$ cat config.mk
export PLATFORM = sky130hd
export DESIGN_NAME = uart_tx_arb
export DESIGN_NICKNAME = d
export VERILOG_FILES = /design/src/rtl/uart_pkg.sv /design/src/rtl/uart_tx_arb_rr_arbiter.sv /design/src/rtl/uart_tx_arb.sv
export SDC_FILE = /design/constraint.sdc
export NUM_CORES = 1
export LEC_CHECK = 0
export CAP_MARGIN = 20
export CORE_MARGIN = 2
export CORE_UTILIZATION = 46
export DETAILED_ROUTE_END_ITERATION = 10
export PLACE_DENSITY = 0.85
export SYNTH_ARGS = -nofsm -noshare
export SYNTH_HDL_FRONTEND = slang
export SYNTH_SLANG_ARGS = --single-unit
$ cat constraint.sdc
create_clock -name clk_i -period 3.65 [get_ports clk_i]
set_clock_uncertainty 0.2 [all_clocks]
set_input_delay 0.73 -clock clk_i [delete_from_list [all_inputs] [get_ports clk_i]]
set_output_delay 0.73 -clock clk_i [all_outputs]
set_load 0.005 [all_outputs]
$ cat src/rtl/uart_pkg.sv
// ---------------------------------------------------------------------------
// uart_pkg -- shared definitions for the UART transmit arbiter slice.
//
// Contents:
//   tx_arb_state_e  : arbiter FSM state encoding (IDLE, SEND, START, WAIT_DONE)
//   DEF_NUM_REQ     : default number of transmit requesters
//   DEF_DATA_WIDTH  : default UART character width
//   DEF_MAX_BURST   : default byte limit per grant (burst-limit build only)
// ---------------------------------------------------------------------------
package uart_pkg;

  typedef enum logic [1:0] {
    IDLE      = 2'd0,
    SEND      = 2'd1,
    START     = 2'd2,
    WAIT_DONE = 2'd3
  } tx_arb_state_e;

  localparam int DEF_NUM_REQ    = 4;
  localparam int DEF_DATA_WIDTH = 8;
  localparam int DEF_MAX_BURST  = 16;

endpackage

$ cat src/rtl/uart_tx_arb_rr_arbiter.sv
// ---------------------------------------------------------------------------
// rr_arbiter -- combinational round-robin pick.
//
// Searches req_i starting at last_owner_i+1 and wrapping around; the first
// set bit wins. last_owner_i itself is the lowest-priority candidate.
//
// Ports:
//   req_i        in  NumReq          request vector
//   last_owner_i in  $clog2(NumReq)  index of the previous owner
//   grant_o      out NumReq          one-hot winner, zero if no request
// ---------------------------------------------------------------------------
module rr_arbiter
  import uart_pkg::*;
#(
  parameter int NumReq = DEF_NUM_REQ
) (
  input  logic [NumReq-1:0]         req_i,
  input  logic [$clog2(NumReq)-1:0] last_owner_i,
  output logic [NumReq-1:0]         grant_o
);

  always_comb begin : p_search
    int  idx;
    logic found;
    grant_o = '0;
    found   = 1'b0;
    idx     = 0;
    for (int off = 1; off <= NumReq; off++) begin
      idx = int'(last_owner_i) + off;
      if (idx >= NumReq) begin
        idx = idx - NumReq;
      end
      if (!found && req_i[idx]) begin
        grant_o[idx] = 1'b1;
        found        = 1'b1;
      end
    end
  end

endmodule

$ cat src/rtl/uart_tx_arb.sv
// ---------------------------------------------------------------------------
// uart_tx_arb -- shares one UART transmitter between NumReq byte streams.
//
// An owner is chosen round-robin while idle and keeps the transmitter until
// it sends a byte flagged last, or presents no byte when asked (valid gap).
// Each accepted byte is handed to the transmitter with a one-cycle tx_dv_o
// pulse; the arbiter then waits for tx_busy_i to rise and fall again.
//
// Optional feature (macro UART_TX_ARB_BURST_LIMIT_EN): a per-grant byte
// counter forces a release after MaxBurst bytes, as if the byte were last.
//
// Ports:
//   clk_i        in  1                 system clock
//   rst_i        in  1                 asynchronous active-high reset
//   req_valid_i  in  NumReq            per-requester byte valid
//   req_data_i   in  NumReq*DataWidth  requester k at [k*DataWidth +: DataWidth]
//   req_last_i   in  NumReq            byte closes the requester's message
//   req_ready_o  out NumReq            byte accepted this cycle (owner only)
//   tx_dv_o      out 1                 one-cycle start pulse to transmitter
//   tx_data_o    out DataWidth         byte to transmitter, held until next accept
//   tx_busy_i    in  1                 transmitter busy
//   grant_o      out NumReq            one-hot current owner, zero when idle
// ---------------------------------------------------------------------------
module uart_tx_arb
  import uart_pkg::*;
#(
  parameter int NumReq    = DEF_NUM_REQ,
  parameter int DataWidth = DEF_DATA_WIDTH,
  parameter int MaxBurst  = DEF_MAX_BURST
) (
  input  logic                          clk_i,
  input  logic                          rst_i,
  input  logic [NumReq-1:0]             req_valid_i,
  input  logic [NumReq*DataWidth-1:0]   req_data_i,
  input  logic [NumReq-1:0]             req_last_i,
  output logic [NumReq-1:0]             req_ready_o,
  output logic                          tx_dv_o,
  output logic [DataWidth-1:0]          tx_data_o,
  input  logic                          tx_busy_i,
  output logic [NumReq-1:0]             grant_o
);

  localparam int IdxW = $clog2(NumReq);

  tx_arb_state_e state_reg, state_next;

  logic [NumReq-1:0]    grant_reg;
  logic [IdxW-1:0]      owner_reg;
  logic [IdxW-1:0]      last_owner_reg;
  logic [DataWidth-1:0] data_reg;
  logic                 last_cap_reg;
  logic                 dv_reg;
  // Holds off arbitration for the first edge after reset release so the
  // earliest grant lands on the second edge.
  logic                 armed_reg;

  logic [NumReq-1:0]    arb_grant;
  logic [IdxW-1:0]      arb_idx;
  logic [DataWidth-1:0] req_data_arr [NumReq];

  logic owner_valid;
  logic grant_take;
  logic accept;
  logic release_now;
  logic burst_hit;

  // Unpack the flat data bus into one lane per requester.
  for (genvar gi = 0; gi < NumReq; gi++) begin : g_lane
    assign req_data_arr[gi] = req_data_i[gi*DataWidth +: DataWidth];
  end

  rr_arbiter #(
    .NumReq (NumReq)
  ) u_rr_arbiter (
    .req_i        (req_valid_i),
    .last_owner_i (last_owner_reg),
    .grant_o      (arb_grant)
  );

  always_comb begin : p_grant_idx
    arb_idx = '0;
    for (int k = 0; k < NumReq; k++) begin
      if (arb_grant[k]) begin
        arb_idx = IdxW'(k);
      end
    end
  end

  assign owner_valid = req_valid_i[owner_reg];
  assign grant_take  = (state_reg == IDLE) && armed_reg && (|req_valid_i);
  assign accept      = (state_reg == SEND) && owner_valid;
  // A grant ends either on a valid gap in SEND or when a completed byte
  // was the last of its message (or of the burst).
  assign release_now = ((state_reg == SEND) && !owner_valid) ||
                       ((state_reg == WAIT_DONE) && !tx_busy_i &&
                        (last_cap_reg || burst_hit));

`ifdef UART_TX_ARB_BURST_LIMIT_EN
  localparam int CntW = $clog2(MaxBurst + 1);
  logic [CntW-1:0] burst_cnt_reg;

  always_ff @(posedge clk_i or posedge rst_i) begin
    if (rst_i) begin
      burst_cnt_reg <= '0;
    end else if (grant_take) begin
      burst_cnt_reg <= '0;
    end else if (accept) begin
      burst_cnt_reg <= burst_cnt_reg + CntW'(1);
    end
  end

  assign burst_hit = (burst_cnt_reg == CntW'(MaxBurst));
`else
  // No burst limit: only last bytes and valid gaps end a grant. MaxBurst is
  // referenced so the parameter stays visible; the term is constant false.
  assign burst_hit = (MaxBurst < 0);
`endif

  // State register
  always_ff @(posedge clk_i or posedge rst_i) begin
    if (rst_i) begin
      state_reg <= IDLE;
    end else begin
      state_reg <= state_next;
    end
  end

  // Next-state logic
  always_comb begin
    state_next = state_reg;
    unique case (state_reg)
      IDLE: begin
        if (grant_take) begin
          state_next = SEND;
        end
      end
      SEND: begin
        state_next = owner_valid ? START : IDLE;
      end
      START: begin
        if (tx_busy_i) begin
          state_next = WAIT_DONE;
        end
      end
      WAIT_DONE: begin
        if (!tx_busy_i) begin
          state_next = (last_cap_reg || burst_hit) ? IDLE : SEND;
        end
      end
      default: state_next = IDLE;
    endcase
  end

  // Output logic: ready is a combinational handshake to the owner only.
  always_comb begin
    req_ready_o = '0;
    if (accept) begin
      req_ready_o = grant_reg;
    end
  end

  // Datapath and grant bookkeeping
  always_ff @(posedge clk_i or posedge rst_i) begin
    if (rst_i) begin
      armed_reg      <= 1'b0;
      grant_reg      <= '0;
      owner_reg      <= '0;
      last_owner_reg <= IdxW'(NumReq - 1);
      data_reg       <= '0;
      last_cap_reg   <= 1'b0;
      dv_reg         <= 1'b0;
    end else begin
      armed_reg <= 1'b1;
      dv_reg    <= accept;
      if (grant_take) begin
        grant_reg <= arb_grant;
        owner_reg <= arb_idx;
      end
      if (accept) begin
        data_reg     <= req_data_arr[owner_reg];
        last_cap_reg <= req_last_i[owner_reg];
      end
      if (release_now) begin
        grant_reg      <= '0;
        last_owner_reg <= owner_reg;
      end
    end
  end

  assign tx_dv_o   = dv_reg;
  assign tx_data_o = data_reg;
  assign grant_o   = grant_reg;

endmodule

==> flow_summary.ini, run 1 <==
[pwr]
netSwitchingFraction_pct = 40.64
cellPowerDensity_nw_per_um2 = 682.1
power_mw = 1.473
clockPowerShare_pct = 7.6
p_int_mw = 0.8743
pwr-share-seq_pct = 30.3
p_leak_nw = 0.9332
p_comb_share_pct = 62.1
p_switching_mw = 0.5987
ir_drop_uv = 402.8

[critical_path]
crit-reg2reg-launch = last_owner_reg[0]
crit_buf_inv = 3
start_kind = input pin
cp_max_fo = 6
critPathMostFrequentCell = clkdlybuf4s50_1
cp_top_family = buffers and inverters
cp_slowest_cell = clkdlybuf4s50_1
end_kind = primary output
max_stage_delay_ns = 0.51
cp.arrival_ns = 2.64
cp.required_ns = 2.72
crit_path_cell_trace = clkdlybuf4s50_1 > mux4_2 > nand2_1 > or2_2 > inv_1 > and2_1 > clkdlybuf4s50_1
crit_path_start = req_valid_i[0]
crit_type = input pin to primary output

[clock_tree]
tritoncts = done
clk_latency_ns = 0.31
cts_resized = 0
cts-root-buf = clkbuf_4
cts-hold-fix-buffers = 0
cts_max_level = 1
cts_buffers = 3
clk_pin_slew_ns = 0.12
cts.sinks = 21
cts_setup_buffers = 0
clock_path_buffers = 2

[routing]
vias_per_cell = 5.504
via_count = 1387
wl_per_cell_um = 15.84
drt-pass1-iter-count = 4
drt_iter0_drc = 57
ant_nets = 0
drt-total-wl_um = 3991
drc = 0

[cells_and_area]
layout-drive-gt1-share_pct = 17.31
diodes = 0
multi_input_area_um2 = 872.1
seqCellArea_um2 = 528.0
fin_nets = 260
synthToLayoutAreaGrowth_pct = 49.31
largest_register_ffs = 8
fin_util_pct = 71.32
fillers = 217

[timing]
fin_crit_sh_pct = 97.77
grt_setup_unrepaired = false
tightest_slew_ns = 0.7725
fin_ws_ns = 0.08131
relSlewSlack_pct = 48.44
fmax_mhz = 280.2
setup_viol = 0
min_period_ns = 3.569
slew_viol_final = 0
tns_ns = 0
finalHoldViolCount = 0

[synthesis]
ys_warn_count = 0
synth_top_area_share_pct = 32.87
yosysUniqueCellTypes = 34
netlist_area_um2 = 1446
syn_area_per_cell_um2 = 10.26
syn_inst = 141
ys_seq_elements = 21
ys_seq_area_share_pct = 36.51
yosysTopAreaCell = dfrtp_1
syn-num-nets = 192
synth_area_leaders = dfrtp_1 33%, mux4_2 20%, nand2_1 9.6%, ha_1 6.9%, dfstp_2 3.6%

[global_routing]
track_usage_pct = 22.81
grt_pass1_vias = 1377
grt_overflow_total = 0
grt_pass1_wl_um = 6154
antenna_found_initial = 0
grt_max_degree = 22

[placed_design]
place_congestion = 0.8362
dp_hpwl_um = 3172
numPortBuffers = 59
place_ws_ns = 0.07081

[floorplan]
die_h_um = 60.08
io_pins = 60
dieArea_um2 = 3609
rows = 20
core_um2 = 3028
die_x_um = 60.08
start_util_pct = 47.77

[min_path]
hold_path.startpoint = tx_data_o[2]
min_path_type = flop to flop

[status]
status = complete, no violations

[run]
maxCapViolCount = 0
==> layout make-up <==
type | instances | share of cell area, %
clock buffers | 3 | 1.043
flip-flops and latches | 21 | 24.45
well taps | 44 | 2.549
inverters | 5 | 0.8691
multi-input cells | 110 | 40.38
clock inverters | 1 | 0.2317
repair buffers | 68 | 30.48
==> worst paths after layout <==
path,cells after the start,slack [ns],endpoint
max in group asynchronous,2,2.11,grant_o[0]
setup reg to reg,7,1.07,owner_reg[0]
hold / removal,2,0.29,tx_data_o[2]
hold reg to reg,2,0.29,tx_data_o[2]
min in group asynchronous,2,0.64,tx_data_o[7]
setup / recovery,7,0.08,req_ready_o[1]
==> Yosys cell counts <==
cell,count
a2111o_1,1
a211o_1,1
a211oi_2,1
a21oi_1,10
a21oi_2,1
a221oi_2,1
and2_1,4
and3_1,1
buf_1,1
buf_2,1
buf_6,1
clkbuf_1,2
conb_1,1
dfrtp_1,19
dfstp_2,2
ha_1,8
inv_1,5
mux2_2,2
mux4_2,13
nand2_1,37
nand3_1,3
nand3_2,1
nand3b_1,5
nand4_1,2
nor2_1,5
nor2b_1,1
nor3_1,2
o21ai_0,3
o21ai_1,2
o22ai_1,1
o22ai_2,1
or2_2,1
or3b_1,1
or4_1,1
==> cell families (layout without fill, tap and decap cells) <==
kind of cell | after synthesis | count (layout) | synth area share, %
buffers and inverters | 10 | 77 | 3.200
other | 1 | 1 | 0.2593
adders and majority gates | 8 | 8 | 6.921
DFF | 21 | 21 | 36.51
and+or+nand+nor | 64 | 64 | 20.93
AOI/OAI and AO/OA | 22 | 22 | 10.38
muxes | 15 | 15 | 21.80
==> tightest hold or removal path, stage by stage (launching register included) <==
cell	delay, ns
dfrtp_1	0.37
nand2_1	0.05
nand2_1	0.05
==> power by group through the flow <==
stage               Combinational [mW]  Clock (mW)  Sequential [mW]
floorplan                        0.586           0            0.423
global placement                 0.867           0            0.440
detailed placement               0.907           0            0.451
CTS                              0.911       0.113            0.445
global route                     0.998       0.125            0.458
finish                           0.915       0.112            0.446
==> placed cells by master, fill, tap and decap left out, types with 2 or more instances in the layout <==
master,count
dfstp_2,2
o21ai_1,2
clkbuf_4,3
nand2_1,37
nand4_1,2
ha_1,8
mux2_2,2
nor2_1,5
inv_1,5
nand3b_1,5
mux4_2,13
clkdlybuf4s50_1,59
and2_1,4
a21oi_1,10
nor3_1,2
buf_4,9
dfrtp_1,19
nand3_1,3
o21ai_0,3
==> routing by layer <==
layer / wire length, um / global-route usage [%] / vias up
met5: 0 / 0 / -
li1: - / - / 641
met4: 57 / 7.619 / 0
met3: 389 / 3.896 / 5
met1: 1570 / 26.50 / 670
met2: 1973 / 41.93 / 71
==> per-stage QoR <==
| step | hold slack, ns | std cells | instance area [um2] |
|---|---|---|---|
| 6_report | 0.2909 | 252 | 2160 |
| 2_1_floorplan | 0.2683 | 141 | 1446 |
| 4_1_cts | 0.2921 | 252 | 2160 |
| 5_1_grt | 0.3143 | 252 | 2160 |
| 3_3_place_gp | 0.2571 | 248 | 2132 |
| 3_5_place_dp | 0.2634 | 248 | 2132 |
Note: power is estimated with default switching activity, not from simulation.
==> run 2: changes to the inputs <==
Settings changed: SETUP_SLACK_MARGIN set to 0.2.
==> flow_summary.ini, run 2 (synthesized netlist as in run 1, its figures left out) <==
[critical_path]
cp_top_family = buffers and inverters
crit_type = input pin to primary output
cp_num_cells = 7
crit-reg2reg-launch = last_owner_reg[0]
cp_slowest_cell = mux4_2
cp.required_ns = 2.72
end_kind = primary output
crit_buf_inv = 3
cp.arrival_ns = 2.31
r2r_cells = 7
cp_max_fo = 6
max_stage_delay_ns = 0.49
r2r_end = owner_reg[0]
reg2reg_slack_ns = 1.06
crit_path_cell_trace = clkdlybuf4s50_1 > mux4_2 > nand2_2 > or2_4 > inv_4 > and2_1 > dlygate4sd2_1
start_kind = input pin

[global_routing]
grt_max_degree = 22
grt_overflow_total = 0
antenna_found_initial = 0
track_usage_pct = 22.99
grt_pass1_wl_um = 6196
grt_pass1_vias = 1388

[cells_and_area]
synthToLayoutAreaGrowth_pct = 50.78
seqCellArea_um2 = 528.0
layout_common_cells = 55 x clkdlybuf4s50_1, 36 x nand2_1, 19 x dfrtp_1
layout_commonest_cell = clkdlybuf4s50_1
diodes = 0
layout-drive-gt1-share_pct = 18.66
fillers = 220
layout.cells.non_filler = 253
multi_input_area_um2 = 877.1
fin_nets = 261
largest_register_ffs = 8
fin_util_pct = 72.02

[placed_design]
place_congestion = 0.8362
dp_cells = 248
numPortBuffers = 59
place_ws_ns = 0.07081
dp_hpwl_um = 3172

[routing]
drt-pass1-iter-count = 4
drc = 0
ant_nets = 0
vias_per_cell = 5.506
via_count = 1393
drt-total-wl_um = 3997
drt_iter0_drc = 43
wl_per_cell_um = 15.80

[floorplan]
die_h_um = 60.08
start_util_pct = 47.77
io_pins = 60
dieArea_um2 = 3609
rows = 20
core_um2 = 3028
die_x_um = 60.08

[min_path]
min_path_type = flop to flop
hold_path.startpoint = tx_data_o[0]
min_to = tx_data_o[0]
hold_depth = 2

[clock_tree]
cts_buffers = 3
clock_path_buffers = 2
cts-root-buf = clkbuf_4
cts.sinks = 21
cts_max_level = 1
tritoncts = done
clk_latency_ns = 0.31
clk_pin_slew_ns = 0.11

[pwr]
cellPowerDensity_nw_per_um2 = 682.8
ir_drop_uv = 410.7
p_leak_nw = 0.9964

[timing]
min_period_ns = 3.239
worst_hold_slack_ns = 0.2920
setup_viol = 0
tightest_slew_ns = 0.7736
relSlewSlack_pct = 48.37
fin_ws_ns = 0.4109
tns_ns = 0
fin_crit_sh_pct = 88.74
grt_setup_unrepaired = false
finalHoldViolCount = 0
fmax_mhz = 308.7
slew_viol_final = 0

[status]
status = complete, no violations

[run]
maxCapViolCount = 0
[run 2: how the worst max path moves through the flow]
stage	startpoint	to	slack, ns
3_3_place_gp	req_valid_i[2]	req_ready_o[0]	0.14
4_1_cts	req_valid_i[3]	req_ready_o[0]	0.21
5_1_grt	req_valid_i[3]	req_ready_o[1]	0.36
3_5_place_dp	req_valid_i[0]	req_ready_o[1]	0.07
2_1_floorplan	req_valid_i[3]	req_ready_o[0]	1.16
6_report	req_valid_i[0]	req_ready_o[1]	0.41
[run 2: area by class of cell]
cell class	count	share of cell area, %
Multi-Input combinational cell	110	40.22
Inverter	5	0.9753
Clock inverter	1	0.2295
Tap cell	44	2.524
Sequential cell	21	24.21
Timing Repair Buffer	69	30.81
Clock buffer	3	1.033
[run 2: layer usage]
layer | vias up | share of wire, % | GRT usage [%]
met3 | 6 | 10 | 4.113
met5 | - | 0 | 0
met4 | 0 | 1.4 | 7.619
met2 | 71 | 49 | 42.39
li1 | 643 | - | -
met1 | 673 | 39 | 26.50
[run 2: tightest hold or removal path: stages (launching register included)]
cell and delay [ns]:
dfrtp_1 0.36, nand2_1 0.05, nand2_1 0.06
[run 2: stage by stage]
step | cell area, um2 | power, mW
global route | 2181 | 1.598
global placement | 2132 | 1.307
finish | 2181 | 1.489
floorplan | 1446 | 1.009
detailed placement | 2132 | 1.358
CTS | 2163 | 1.475
[run 2: repair_timing]
item	in CTS	in global routing
endpoints found under the setup margin	4	3
buffers inserted	0	1
resized for setup	4	4
hold buffers	0	0
[run 2: power by group]
part	internal [mW]	switching, mW	total (mW)
Sequential	0.345	0.103	0.448
Combinational	0.498	0.432	0.929
Clock	0.0410	0.0710	0.112
Total	0.884	0.605	1.49
==> run 3: changes to the inputs <==
Settings changed: CORE_UTILIZATION 46 to 43, PLACE_DENSITY 0.85 to 0.8.
Clock period 3.65 ns to 3.4 ns, I/O delays scaled along.
==> flow_summary.ini, run 3 (synthesized netlist as in run 1, its figures left out) <==
[timing]
grt_setup_unrepaired = false
tightest_slew_ns = 0.7731
setup_viol = 0
fin_crit_sh_pct = 92.20
slew_viol_final = 0
finalHoldViolCount = 0
relSlewSlack_pct = 48.40
tns_ns = 0
min_period_ns = 3.135
fmax_mhz = 319.0

[floorplan]
start_util_pct = 44.04
core_um2 = 3284
dieArea_um2 = 3843
die_x_um = 62.00
die_h_um = 62.00
rows = 21
io_pins = 60

[placed_design]
numPortBuffers = 59
placed_cell_area_um2 = 2127
place_congestion = 0.9007
dp_hpwl_um = 3068

[min_path]
min_to = tx_data_o[6]
hold_path.startpoint = tx_data_o[6]
min_path_type = flop to flop
hold_depth = 2

[cells_and_area]
fin_util_pct = 66.82
largest_register_ffs = 8
layout-drive-gt1-share_pct = 19.25
synthToLayoutAreaGrowth_pct = 51.73
diodes = 0
layout_common_cells = 51 x clkdlybuf4s50_1, 37 x nand2_1, 19 x dfrtp_1
multi_input_area_um2 = 874.6
layout_commonest_cell = clkdlybuf4s50_1
seqCellArea_um2 = 528.0
fillers = 265
fin_nets = 265
fin_area_um2 = 2195

[clock_tree]
clk_pin_slew_ns = 0.11
tritoncts = done
clock_path_buffers = 2
cts.sinks = 21
clk_latency_ns = 0.30
cts_max_level = 1
cts-root-buf = clkbuf_4
cts_buffers = 3

[routing]
drt-pass1-iter-count = 4
vias_per_cell = 5.293
drc = 0
drt_iter0_drc = 61
ant_nets = 0
wl_per_cell_um = 14.99
via_count = 1371
drt-total-wl_um = 3883

[critical_path]
r2r_cells = 7
cp.required_ns = 2.52
crit_type = input pin to primary output
max_stage_delay_ns = 0.48
cp_max_fo = 3
reg2reg_slack_ns = 0.79
end_kind = primary output
critPathMostFrequentCell = dlygate4sd2_1
cp.arrival_ns = 2.25
cp_slowest_cell = mux4_2
r2r_end = owner_reg[0]
crit_path_cell_trace = dlygate4sd2_1 > mux4_2 > nand2_1 > or2_4 > clkinvlp_4 > buf_4 > and2_1 > dlygate4sd2_1
start_kind = input pin
crit-reg2reg-launch = last_owner_reg[0]

[pwr]
cellPowerDensity_nw_per_um2 = 728.5
ir_drop_uv = 406.4
power_mw = 1.599
p_leak_nw = 0.9728

[global_routing]
grt_max_degree = 22
track_usage_pct = 20.11
grt_pass1_wl_um = 5595
top_usage_layer = met2
antenna_found_initial = 0
grt_overflow_total = 0
grt_use_met2_pct = 37.20
grtUsageMet1_pct = 22.82
grt_pass1_vias = 1260
grt_use_met3_pct = 4.141

[status]
status = complete, no violations

[run]
maxCapViolCount = 0
-- run 3: changes by cell type in the layout (fill, tap and decap cells not counted), sizes merged --
cell	before	now
inv	5	4
clkinv	1	0
clkbuf	3	4
buf	10	14
clkinvlp	0	1
clkdlybuf4s50	55	51
dlymetal6s2s	3	0
dlygate4sd2	1	8
-- run 3: worst max-delay path, delay by kind of cell --
kind	cells	cell delay (ns)
and+or+nand+nor	3	0.35
muxes	1	0.48
buffers and inverters	4	0.75
-- run 3: per-stage QoR --
step	instances	setup WS, ns	hold WS (ns)
2_1_floorplan	141	1.012	0.2683
3_3_place_gp	249	-0.1120	0.2622
3_5_place_dp	249	-0.1461	0.2628
4_1_cts	258	0.2755	0.2910
5_1_grt	259	0.1912	0.3177
6_report	259	0.2653	0.2895
-- run 3: repair_timing --
action | CTS | global route
pin swaps | 2 | 0
endpoints found under the setup margin | 4 | 2
resized for setup | 10 | 0
buffers inserted | 5 | 1
hold buffers | 0 | 0
-- run 3: cell type report --
cell class,instances,area share [%]
tap,46,2.623
timing repair buffer,73,31.24
sequential,21,24.06
clock buffer,4,1.197
inverter,5,1.026
multi-input combinational,110,39.85
-- run 3: report_power, final --
group	internal (mW)	total (mW)	switching, mW
Clock	0.0457	0.117	0.0711
Sequential	0.370	0.478	0.107
Combinational	0.546	1.00	0.458
-- run 3: routing by layer --
layer	wire length [um]	vias to the layer above
li1	-	653
met1	1540	648
met2	1847	62
met3	432	8
met4	63	0
met5	0	-
-- run 3: how the worst max path moves through the flow --
stage / endpoint / depth (start not counted) / slack (ns) / start
after detailed placement: req_ready_o[3] / 7 / -0.15 / req_valid_i[0]
final: req_ready_o[2] / 8 / 0.27 / req_valid_i[3]
after global placement: req_ready_o[1] / 7 / -0.11 / req_valid_i[2]
after CTS: req_ready_o[3] / 8 / 0.28 / req_valid_i[3]
after global routing: req_ready_o[2] / 8 / 0.19 / req_valid_i[3]
after floorplan: req_ready_o[0] / 5 / 1.01 / req_valid_i[3]
